[src/rtl/cen_mean_ctrl.sv]
// ---------------------------------------------------------------------------
// cen_mean_ctrl
// Sequencer for the four-channel centering accumulator in the FastICA front
// end. Streams 2^LOG2N four-channel samples into an external enable-cleared
// accumulator, then registers the per-channel means (sum >>> LOG2N, floor).
//
// Ports
//   clk, rst_n              clock, async active-low reset
//   start, abort            pass control (abort has priority)
//   s_valid/s_ready, s_x*   sample stream in
//   acc_en, acc_x*          accumulator enable (low clears) and gated inputs
//   acc_sum*                accumulator sums back from the accumulator
//   mean*, mean_valid       registered means and their level-valid flag
//   done                    one-cycle pulse on entry to DONE
//   busy                    high in CLR, ACC, FLUSH
//
// state | meaning
// ------+-------------------------------------------------------------
// IDLE  | accumulator held clear, waiting for start
// CLR   | one-cycle clear before a restart from DONE
// ACC   | accepting samples, cnt counts transfers up to 2^LOG2N
// FLUSH | sums include last sample; means captured here
// DONE  | means valid, sums frozen, waiting for start (restart via CLR)
// ---------------------------------------------------------------------------
module cen_mean_ctrl #(
    parameter int DW    = 26,
    parameter int SW    = 40,
    parameter int LOG2N = 8
) (
    input  logic                 clk,
    input  logic                 rst_n,
    input  logic                 start,
    input  logic                 abort,
    input  logic                 s_valid,
    output logic                 s_ready,
    input  logic signed [DW-1:0] s_x1,
    input  logic signed [DW-1:0] s_x2,
    input  logic signed [DW-1:0] s_x3,
    input  logic signed [DW-1:0] s_x4,
    output logic                 acc_en,
    output logic signed [DW-1:0] acc_x1,
    output logic signed [DW-1:0] acc_x2,
    output logic signed [DW-1:0] acc_x3,
    output logic signed [DW-1:0] acc_x4,
    input  logic signed [SW-1:0] acc_sum1,
    input  logic signed [SW-1:0] acc_sum2,
    input  logic signed [SW-1:0] acc_sum3,
    input  logic signed [SW-1:0] acc_sum4,
    output logic signed [DW-1:0] mean1,
    output logic signed [DW-1:0] mean2,
    output logic signed [DW-1:0] mean3,
    output logic signed [DW-1:0] mean4,
    output logic                 mean_valid,
    output logic                 done,
    output logic                 busy
);

    typedef enum logic [2:0] {
        S_IDLE,
        S_CLR,
        S_ACC,
        S_FLUSH,
        S_DONE
    } state_t;

    // cnt value before the transfer that completes the pass
    localparam logic [LOG2N:0] LP_LAST = (LOG2N+1)'((1 << LOG2N) - 1);

    state_t               r_state;
    logic [LOG2N:0]       r_cnt;
    logic signed [DW-1:0] r_mean1;
    logic signed [DW-1:0] r_mean2;
    logic signed [DW-1:0] r_mean3;
    logic signed [DW-1:0] r_mean4;
    logic                 r_mean_valid;
    logic                 r_done;
    logic                 w_xfer;
    logic                 w_unused_sums;

    assign s_ready = (r_state == S_ACC);
    assign w_xfer  = s_valid & s_ready;
    assign acc_en  = (r_state == S_ACC) || (r_state == S_FLUSH) || (r_state == S_DONE);
    assign busy    = (r_state == S_CLR) || (r_state == S_ACC) || (r_state == S_FLUSH);

    // Zero on non-transfer cycles so the enabled accumulator holds its sum.
    assign acc_x1 = w_xfer ? s_x1 : '0;
    assign acc_x2 = w_xfer ? s_x2 : '0;
    assign acc_x3 = w_xfer ? s_x3 : '0;
    assign acc_x4 = w_xfer ? s_x4 : '0;

    assign mean1      = r_mean1;
    assign mean2      = r_mean2;
    assign mean3      = r_mean3;
    assign mean4      = r_mean4;
    assign mean_valid = r_mean_valid;
    assign done       = r_done;

    // Sum bits outside the mean window are never needed: with LOG2N <= SW-DW
    // the top bits are pure sign extension and the low bits are the fraction.
    assign w_unused_sums = ^{acc_sum1, acc_sum2, acc_sum3, acc_sum4};

    always_ff @(posedge clk or negedge rst_n) begin
        if (!rst_n) begin
            r_state      <= S_IDLE;
            r_cnt        <= '0;
            r_mean1      <= '0;
            r_mean2      <= '0;
            r_mean3      <= '0;
            r_mean4      <= '0;
            r_mean_valid <= 1'b0;
            r_done       <= 1'b0;
        end else if (abort) begin
            r_state      <= S_IDLE;
            r_cnt        <= '0;
            r_mean_valid <= 1'b0;
            r_done       <= 1'b0;
        end else begin
            r_done <= 1'b0;
            case (r_state)
                S_IDLE: begin
                    if (start) begin
                        r_state <= S_ACC;
                        r_cnt   <= '0;
                    end
                end
                S_CLR: begin
                    r_cnt   <= '0;
                    r_state <= S_ACC;
                end
                S_ACC: begin
                    if (w_xfer) begin
                        r_cnt <= r_cnt + (LOG2N+1)'(1);
                        if (r_cnt == LP_LAST) begin
                            r_state <= S_FLUSH;
                        end
                    end
                end
                S_FLUSH: begin
                    // Arithmetic shift right by LOG2N, floor rounding.
                    r_mean1      <= acc_sum1[LOG2N+DW-1:LOG2N];
                    r_mean2      <= acc_sum2[LOG2N+DW-1:LOG2N];
                    r_mean3      <= acc_sum3[LOG2N+DW-1:LOG2N];
                    r_mean4      <= acc_sum4[LOG2N+DW-1:LOG2N];
                    r_mean_valid <= 1'b1;
                    r_done       <= 1'b1;
                    r_state      <= S_DONE;
                end
                S_DONE: begin
                    if (start) begin
                        r_state      <= S_CLR;
                        r_mean_valid <= 1'b0;
                    end
                end
                default: r_state <= S_IDLE;
            endcase
        end
    end

endmodule

[config.mk]
export PLATFORM = sky130hd
export DESIGN_NAME = cen_mean_ctrl
export DESIGN_NICKNAME = d
export VERILOG_FILES = /design/src/rtl/cen_mean_ctrl.sv
export SDC_FILE = /design/constraint.sdc
export NUM_CORES = 1
export LEC_CHECK = 0
export CORE_AREA = 2 2 190 192
export CTS_CLUSTER_DIAMETER = 60
export DETAILED_ROUTE_END_ITERATION = 7
export DIE_AREA = 0 0 192 194
export GPL_TIMING_DRIVEN = 0
export HOLD_SLACK_MARGIN = 0.12
export PLACE_DENSITY_LB_ADDON = 0.2
export SLEW_MARGIN = 20
export SYNTH_ARGS = -nofsm -noshare
export SYNTH_HDL_FRONTEND = slang
export SYNTH_SLANG_ARGS = --single-unit
[constraint.sdc]
create_clock -name clk -period 1.94 [get_ports clk]
set_input_delay 0.194 -clock clk [delete_from_list [all_inputs] [get_ports clk]]
set_output_delay 0.194 -clock clk [all_outputs]
set_load 0.01 [all_outputs]
After elaboration in Yosys (flattened, before gate mapping) --
Cells that the tools add are included. W data, S select, Z words.
Operators by class: order comparisons 0, muxes and demuxes 19, reductions and logical operators 11, $mul 0, div/mod/pow operators 0, equality and inequality tests 9, bitwise logic cells 2, shift-type cells 0, add/sub/neg operators 1
Operator list (number):
- $mux W26 | 4
- $mux W9 | 3
- $pmux W9 S3 | 1
- $mux W3 | 5
- $pmux W3 S5 | 1
- $add A9 B1 Y9 const B | 1
- $eq A9 B8 Y1 const B | 1
- $eq A3 B2 Y1 const B | 2
- $ne A3 B2 Y1 const B | 2
- $ne A3 B3 Y1 const B | 2
- $logic_or A1 B1 Y1 | 4
- $mux W1 | 4
- $reduce_and A2 Y1 | 2
- $reduce_and A4 Y1 | 1
- $reduce_bool A4 Y1 | 1
- $eq A3 B1 Y1 const B | 1
- $eq A3 B3 Y1 const B | 1
- $logic_not A3 Y1 | 1
- $reduce_and A3 Y1 | 1
- $reduce_bool A3 Y1 | 1
- $pmux W1 S2 | 1
- $and A1 B1 Y1 | 1
- $not A1 Y1 | 1
Storage, ports and cells: memories 0, register bits 118, memory bits (read-only) 0, RAM bits 0, logic and storage cells 50, latch bits 0

Logic depth before layout (Yosys ltp) --
word-level depth 5, gate-level depth with buffers 9, depth with buffers taken out 9

Least setup slack after synthesis --
OpenSTA, ideal clock, no wires.
kind register to output, start reg r_state[0], end out acc_x2[15], data required time 1.746 ns, cell stages (with the launch flop) 6, path slack 0.260 ns, arrival time 1.486 ns, path buffers 3, cell sequence dfrtp_1 buf_2 and4bb_2 clkbuf_1 clkbuf_1 and2_1
Between the ends: word-level cells in the longest chain between the ends 3
Ends and longest elaborated chain:
- start, declared | RTL line 69 | state_t r_state;
- start signal, assigned | RTL line 104 | r_state <= S_IDLE;
- start signal, assigned | RTL line 113 | r_state <= S_IDLE;
- start signal, assigned | RTL line 122 | r_state <= S_ACC;
- $eq A3 B2 Y1 | RTL line 80 | assign s_ready = (r_state == S_ACC);
- $and A1 B1 Y1 | RTL line 81 | assign w_xfer = s_valid & s_ready;
- $mux W26 | RTL line 87 | assign acc_x2 = w_xfer ? s_x2 : '0;
- end, declared | RTL line 42 | output logic signed [DW-1:0] acc_x2,
Every way passes these cells.

Worst setup path after layout --
start reg r_state[0], end out acc_x4[3]
Between the ends: word-level cells in the longest chain between the ends 3
Ends and longest elaborated chain:
- $eq A3 B2 Y1 | RTL line 80
- $and A1 B1 Y1 | RTL line 81
- $mux W26 | RTL line 89 | assign acc_x4 = w_xfer ? s_x4 : '0;
- end, declared | RTL line 44 | output logic signed [DW-1:0] acc_x4,
Every way passes these cells.

==> flow_summary.json <==
{
  "tightestPinTransition_ps": 589,
  "synthCells": 422,
  "synth_area_per_cell_sq_um": 12.5,
  "crit_fanout": 7,
  "synthAdderAreaFrac_pct": 0.473,
  "area_growth_pct": 121,
  "required_ps": 1750,
  "final.setup_skew_ps": 14.1,
  "synth_warnings": 0,
  "design_area_sq_um": 11700,
  "status": "finished, violations left",
  "pin_count": 482,
  "cts_max_path_buffers": 2,
  "yosys_register_bits": 118,
  "fin_crit_ps": 2130,
  "synth_area_sq_um": 5290,
  "synth_simple_gate_area_share_pct": 16.2,
  "crit_family": "simple AND/OR/NAND/NOR gates",
  "drc": 0,
  "grt_pass1_wl_um": 36200,
  "start_util_pct": 15.0,
  "hold_path.class": "in -> async",
  "synthXorXnorAreaFrac_pct": 0,
  "grt_max_degree": 64,
  "gr-total-overflow": 0,
  "slew_violations": 0,
  "finalHoldViolCount": 0,
  "setup.worst_path.end_class": "primary output",
  "fin_ws_ps": -194,
  "power.density_nw_per_um2": 615,
  "dieArea_sq_um": 37200,
  "p_leak_uw": 0.00510,
  "reg2reg_slack_ps": 80,
  "routed_wirelength_um": 26200,
  "dp_slack_ps": -968,
  "cap_violations": 0,
  "hold_slack_ps": 295,
  "synth_compound_area_share_pct": 2.81,
  "clockRootBuffer": "clkbuf_16",
  "avgViaCountPerCell": 3.72,
  "synth_top_area_share_pct": 55.8,
  "ir_worst_vdd_uv": 536,
  "cts-htree-levels": 4,
  "dieHeight_um": 194,
  "critPathLaunchType": "register",
  "finalSetupViolCount": 104,
  "finalNetCount": 1167,
  "fmaxAchievable_mhz": 469,
  "synth_seq_area_share_pct": 55.8,
  "chipWidth_um": 192,
  "critPathMostFrequentCell": "buf_6",
  "gp_congestion": 0.838,
  "violations": "setup timing",
  "cts_num_sinks": 118,
  "path_cells": "buf_6 > and4bb_4 > clkbuf_16 > clkbuf_8 > and2_4 > buf_6",
  "p_int_uw": 5420,
  "portBuffers": 424,
  "ant_nets": 0,
  "fin_util_pct": 33.1,
  "vias": 5105,
  "antenna_found_initial": 6,
  "drtIter0Drc": 118,
  "dp_hpwl_um": 20400,
  "synth_top_family_by_area": "multiplexers",
  "core_sq_um": 35200,
  "dr.pass1.iters": 4,
  "synth_top_area_cell": "dfrtp_1",
  "grt_pass1_vias": 5472,
  "rows": 69,
  "final_cell_mix": "316 x clkdlybuf4s50_1, 118 x dfrtp_1, 117 x buf_6, 104 x mux2_2, 101 x and2_4",
  "drive_gt1_share_pct": 44.4,
  "ys_top_cells_by_area": "dfrtp_1 56%, mux2_2 22%, and2_1 13%",
  "cts_tree": "done",
  "clk-insertion-delay-late_ps": 420,
  "p_sw_uw": 1760,
  "wl_per_cell_um": 19.0,
  "cp.arrival_ps": 1940,
  "place_area_sq_um": 10100,
  "power_uw": 7180,
  "power_frac_seq_pct": 36.8,
  "p_sw_share_pct": 24.5,
  "fin_crit_sh_pct": 110,
  "cts.clk_slew.worst_paths_ps": 60,
  "path_buf_inv": 4,
  "slowest_stage": "and4bb_4",
  "muxShareOfSynthArea_pct": 22.1,
  "cpPeakStageDelay_ps": 440,
  "rsz0062_at_grt": "true",
  "track_usage_pct": 13.5,
  "comb_power_share_pct": 20.5,
  "final_common_cell": "clkdlybuf4s50_1",
  "clockPowerShare_pct": 42.7,
  "critical_path_class": "reg -> out",
  "slew_headroom_pct": 60.4,
  "cts_made_buffers": 17,
  "synth_fp_nets": 693,
  "fillers": 3582,
  "yosysUniqueCellTypes": 29
}
[cells by family after synthesis]
kind of cell               after synthesis
and+or+nand+nor                        143
DFF                                    118
muxes                                  104
buffers and inverters                   30
AOI/OAI and AO/OA                       25
adders and majority gates                2
[synth_stat cells]
library cell and number:
a2111oi_0 1, a211oi_1 2, a21oi_1 3, a31oi_1 3
and2_1 106, and3_1 1, and4_1 1, and4bb_2 1
buf_2 15, buf_6 1, clkbuf_1 12, dfrtp_1 118
ha_1 2, inv_1 2, mux2_2 104, nand2_1 12
nand3_1 4, nand3b_1 1, nand4_1 1, nor2_1 8
nor3_1 3, nor3_2 1, nor4_1 1, o21ai_0 12
o22a_1 1, o31ai_1 3, or2_2 1, or4_1 1
or4b_1 1
[worst paths after layout]
path / cells past startpoint / startpoint / to
worst max-delay path: 6 / r_state[0]$_DFFE_PN0P_ / acc_x4[3]
worst max register to register: 7 / r_state[0]$_DFFE_PN0P_ / r_cnt[7]$_DFFE_PN0P_
max in group asynchronous: 3 / rst_n / r_cnt[7]$_DFFE_PN0P_
worst min register to register: 2 / r_cnt[8]$_DFFE_PN0P_ / r_cnt[8]$_DFFE_PN0P_
worst min-delay path: 2 / rst_n / mean3[11]$_DFFE_PN0P_
min in group clk: 2 / acc_sum1[13] / mean1[5]$_DFFE_PN0P_
[power by group through the flow]
stage               Clock (uW)  Sequential, uW  Combinational, uW
floorplan                    0            2740                252
global placement             0            2690               1290
detailed placement           0            2690               1290
CTS                       3230            2640               1430
global route              3310            2660               1570
finish                    3060            2640               1470
[state kept, by name, summed over array words and instances, names as in the netlist]
register,flops
r_state,3
mean4,26
mean3,26
mean1,26
r_cnt,9
mean2,26
done,1
mean_valid,1
[layer usage]
metal,up-vias,wire length [um],track usage (%)
met1,2417,8700,13.2
met5,-,0,0
met4,0,402,5.48
li1,2380,-,-
met2,289,13700,23.8
met3,19,3360,7.26
[through the flow]
stage          setup TNS (ps)  instances
2_1_floorplan               0        422
3_3_place_gp          -686540       1307
3_5_place_dp          -125090       1308
4_1_cts                -16710       1361
5_1_grt                -21820       1374
6_report               -14690       1374
[final cells by class]
class	instances	area, sq um	share of cell area [%]
inverters	2	7.51	0.0643
multi-input cells	274	2470	21.2
flip-flops and latches	118	2950	25.3
plain buffers	27	344	2.95
well taps	461	577	4.94
clock inverters	11	101	0.868
clock buffers	20	467	4.00
diodes	5	12.5	0.107
repair buffers	456	4740	40.6
[what timing repair did]
item,CTS,global route
gates resized for setup,678,73
hold buffers,2,0
gates cloned,8,3
pin swaps,63,31
setup endpoints to repair,217,213
hold endpoints to repair,59,0
buffers inserted,12,6
Power figures use the tool's default switching activity.
==> edit 1 (same flow settings) <==
Compare `r_cnt` against `LP_LAST` with >= in place of ==.
--- a/src/rtl/cen_mean_ctrl.sv
+++ b/src/rtl/cen_mean_ctrl.sv
@@ -130,7 +130,7 @@
                 S_ACC: begin
                     if (w_xfer) begin
                         r_cnt <= r_cnt + (LOG2N+1)'(1);
-                        if (r_cnt == LP_LAST) begin
+                        if (r_cnt >= LP_LAST) begin
                             r_state <= S_FLUSH;
                         end
                     end
Check against the original RTL: no difference found for any inputs over 4 cycles, from zero or initial values and one cycle with rst_n low; that may be too few to reach the edited logic, so the function may still have changed.
==> edit 1 against the unedited design <==
- the run still ends with setup timing left
- via count decreased by 1.9%
- wire length decreased by 16%
- cell area decreased by 2.8%
- worst setup slack improved by 0.096 ns
- synthesized cell count unchanged
- count of clock-buffer cells in the layout increased by 1
- sequential cell count unchanged
- synthesized area increased by 2.1%
Power is not compared: it rests on default switching activity, and its combinational part moved more than twofold at a synthesized area within 25%.
==> edit 1: results (changes against the unedited design) <==
Worst setup path
  • R2r setup slk: 0.13 ns (+0.05 ns)
  • Critical R2R Capture: mean4[12]
  • Worst path slowest cell: dfrtp_2
  • Crit-path max FO: 4 (-3)

Final layout
  • Clkbuf count: 21 (+5.0%)
  • Area of the multi-input gates: 0.002487 mm^2 (+0.56%)
  • Share of cells above drive strength 1: 0.2963 (-0.1476)
  • Fin nets: 1,168 (+0.086%)
  • Multi-input gates: 276 (+0.73%)
  • Buffering overhead: 0.4148 (-0.02047)
  • Nonclk buf count: 481 (-0.41%)
  • Inverter count: 3 (+1)

Yosys
  • XOR/XNOR Fraction of Synth Area: 0.006483 (+0.006483)
  • Leading cell types by count after synthesis: dfrtp_1, and2_1, mux2_1
  • Adder-Cell Fraction of Synth Area: 0.004631 (-0.00009855)

GRT
  • Initial antenna violation count: 0 (-6)
  • First-pass GRT wire length: 32,740 um (-9.5%)
  • GR Util All Layers: 0.1169 (-0.01858)

STA
  • Finish-stage setup viols: 48 (-54%)
  • Clk_skew: 0.01463 ns (+0.0005508 ns)
  • Setup tns final: -1.810 ns (+12.88 ns)
  • Worst setup margin: -0.09805 ns (+0.09626 ns)

Placement
  • Dpl cell area: 0.01026 mm^2 (+1.1%)
  • Gp weighted congestion: 0.7907 (-5.7%)

Drt
  • Routed wire length: 22,020 um (-16%)
  • TritonRoute pass-1 iters: 6 (+2)

Status
  • Status: complete, but fails checks
  • Violated checks: setup timing
==> edit 1: cell count changes after synthesis, moves of 3 or more <==
| cell | before | now |
|---|---|---|
| buf_4 | 0 | 7 |
| clkbuf_1 | 12 | 6 |
| mux2_1 | 0 | 104 |
| a31oi_1 | 3 | 0 |
| mux2_2 | 104 | 0 |
| o31ai_1 | 3 | 0 |
| buf_2 | 15 | 11 |
| o21ai_0 | 12 | 4 |
==> edit 1: worst min path at each step <==
stage                     slack, ns  start          to  depth (start not counted)
after floorplan               -0.10  rst_n        done                          0
after global placement         0.43  abort  r_state[2]                          2
after detailed placement       0.18  rst_n   mean2[22]                          1
after CTS                      0.32  rst_n   mean2[22]                          2
after global routing           0.33  rst_n   mean2[24]                          2
final                          0.29  rst_n   mean2[19]                          2
==> edit 1: routing by layer <==
metal  vias to the layer above  wire length [um]  GRT usage
met3                        14              1846    0.03801
li1                       2376                 -          -
met4                         0               247    0.03449
met1                      2396              8056     0.1226
met2                       222             11870     0.2191
met5                         -                 0          0
==> edit 2 (same flow settings) <==
Made on the original files. Reset style: synchronous (`rst_n`), changed in one clocked block. Comments in the files are not updated.
--- a/src/rtl/cen_mean_ctrl.sv
+++ b/src/rtl/cen_mean_ctrl.sv
@@ -99,7 +99,7 @@
     // the top bits are pure sign extension and the low bits are the fraction.
     assign w_unused_sums = ^{acc_sum1, acc_sum2, acc_sum3, acc_sum4};
 
-    always_ff @(posedge clk or negedge rst_n) begin
+    always_ff @(posedge clk) begin
         if (!rst_n) begin
             r_state      <= S_IDLE;
             r_cnt        <= '0;
Check against the original RTL: differs if rst_n is asserted again (counterexample within 4 cycles, from zero or initial values and one cycle with rst_n low); with rst_n held inactive, the same outputs for 4 cycles.
==> edit 2 against the unedited design <==
- the run still ends with setup timing left
- sequential cell count is the same
- sequential share of layout area shrank 4.6 points
- clock power shrank 1%
- non-clock buffer count grew 16
- worst setup slack gained 0.14 ns
- via count grew 22%
- cell area shrank 1.9%
- wire length grew 17%
- critical path depth is the same
- synthesized area shrank 0.45%
- power shrank 12%
- sequential power shrank 8.0%
- register-to-register slack gained 0.11 ns
==> edit 2: results (changes against the unedited design) <==
Worst setup path
  • CP startpoint: r_state[0]
  • Critical Path Max Stage Delay: 0.34 ns (-0.10 ns)
  • Crit Reg-Reg Startpoint: r_state[2]
  • Critical R2R Capture: mean2[14]
  • WP data arrival: 1.80 ns (-0.14 ns)
  • R2r setup slk: 0.19 ns (+0.11 ns)

Yosys
  • Synth Net Count: 925 (+33%)
  • Largest cells by area after synthesis: dfxtp_1, nand2_1, a21boi_0
  • Mapped Avg Cell Area: 8.054 um^2 (-36%)
  • Leading cell types by count after synthesis: nand2_1, dfxtp_1, and2_1
  • FFs w/ async S/R, synth: 0 (-1.000)
  • Post-synth cell types: 35 (+21%)
  • Most used DFF post-synth: dfxtp_1

GRT
  • GR Util All Layers: 0.1604 (+0.02488)
  • Largest net degree at the start of global routing: 17 (-73%)
  • Vias in the first global route: 6,449 (+18%)
  • Initial antenna violation count: 8 (+2)
  • First-pass GRT wire length: 42,990 um (+19%)

Pwr
  • Worst vdd ir: 0.0005480 V (+2.3%)

Worst hold path
  • Hold WC Path Type: input pin to flop

Final layout
  • Share of cells above drive strength 1: 0.2580 (-0.1859)

CTS
  • CTS Hold Buffers Added: 0 (-2)

Placement
  • DPL Wire Length: 23,730 um (+16%)
  • Port bufs: 425 (+0.24%)

STA
  • Worst setup margin: -0.05523 ns (+0.1391 ns)
  • Finish-stage setup viols: 18 (-83%)

Drt
  • DRT iter0 DRCs: 220 (+86%)
  • WL per Instance: 19.08 um (+0.16%)

Status
  • Violated checks: setup timing
  • Status: complete, but fails checks
edit 2: critical path: cells and delay by family (launching register included):
family	cells	cell delay, ns
buffers and inverters	4	0.54
AND/OR/NAND/NOR	2	0.52
flip-flops	1	0.32
edit 2: logic make-up after synthesis:
kind of cell	Yosys count	share of synthesized area
buffers and inverters	54	0.04394
AOI/OAI and AO/OA	135	0.1905
DFF	118	0.4485
and+or+nand+nor	345	0.3124
adders and majority gates	2	0.004750
edit 2: worst max-delay path by stage:
stage / to / slack (ns)
2_1_floorplan: r_cnt[8] / 0.47
4_1_cts: acc_x4[11] / -0.16
5_1_grt: acc_x1[23] / -0.13
6_report: acc_x1[23] / -0.06
3_5_place_dp: acc_x1[23] / -0.91
3_3_place_gp: acc_x1[23] / -0.92
edit 2: repair_timing:
item	CTS	global route
endpoints found under the setup margin	107	119
gates resized for setup	660	66
pin swaps	60	30
setup buffers	12	2
gates cloned	8	4
edit 2: cell type report:
class / instances / share of cell area
tap: 461 / 0.05039
sequential: 118 / 0.2069
clock buffer: 20 / 0.03902
multi-input combinational: 482 / 0.2550
clock inverter: 12 / 0.009181
buffer: 51 / 0.03367
inverter: 1 / 0.0003279
timing repair buffer: 448 / 0.4038
antenna: 8 / 0.001749
edit 2: power by group through the flow:
| stage | combinational, mW | sequential [mW] | clock, mW |
|---|---|---|---|
| after CTS | 0.825 | 2.42 | 3.15 |
| after detailed placement | 0.722 | 2.48 | 0 |
| after global routing | 0.891 | 2.42 | 3.28 |
| final | 0.837 | 2.43 | 3.02 |
| after floorplan | 0.141 | 2.48 | 0 |
| after global placement | 0.729 | 2.48 | 0 |
edit 2: through the flow:
stage | area [um^2] | total power, mW | hold WS [ns] | TNS, ns | setup WS (ns)
2_1_floorplan | 5268 | 2.620 | 0.3288 | 0 | 0.4675
3_3_place_gp | 10100 | 3.209 | 0.4412 | -85.07 | -0.9164
3_5_place_dp | 10100 | 3.202 | 0.4470 | -84.87 | -0.9099
4_1_cts | 11250 | 6.402 | 0.2916 | -8.498 | -0.1552
5_1_grt | 11450 | 6.594 | 0.3119 | -4.297 | -0.1299
6_report | 11450 | 6.285 | 0.3241 | -0.3251 | -0.05523
edit 2: per-layer routing:
metal | track usage | vias up | wire (um)
li1 | - | 3065 | -
met1 | 0.1613 | 2837 | 10860
met2 | 0.2733 | 309 | 15100
met3 | 0.08036 | 25 | 3565
met4 | 0.07831 | 0 | 1015
met5 | 0 | - | 0
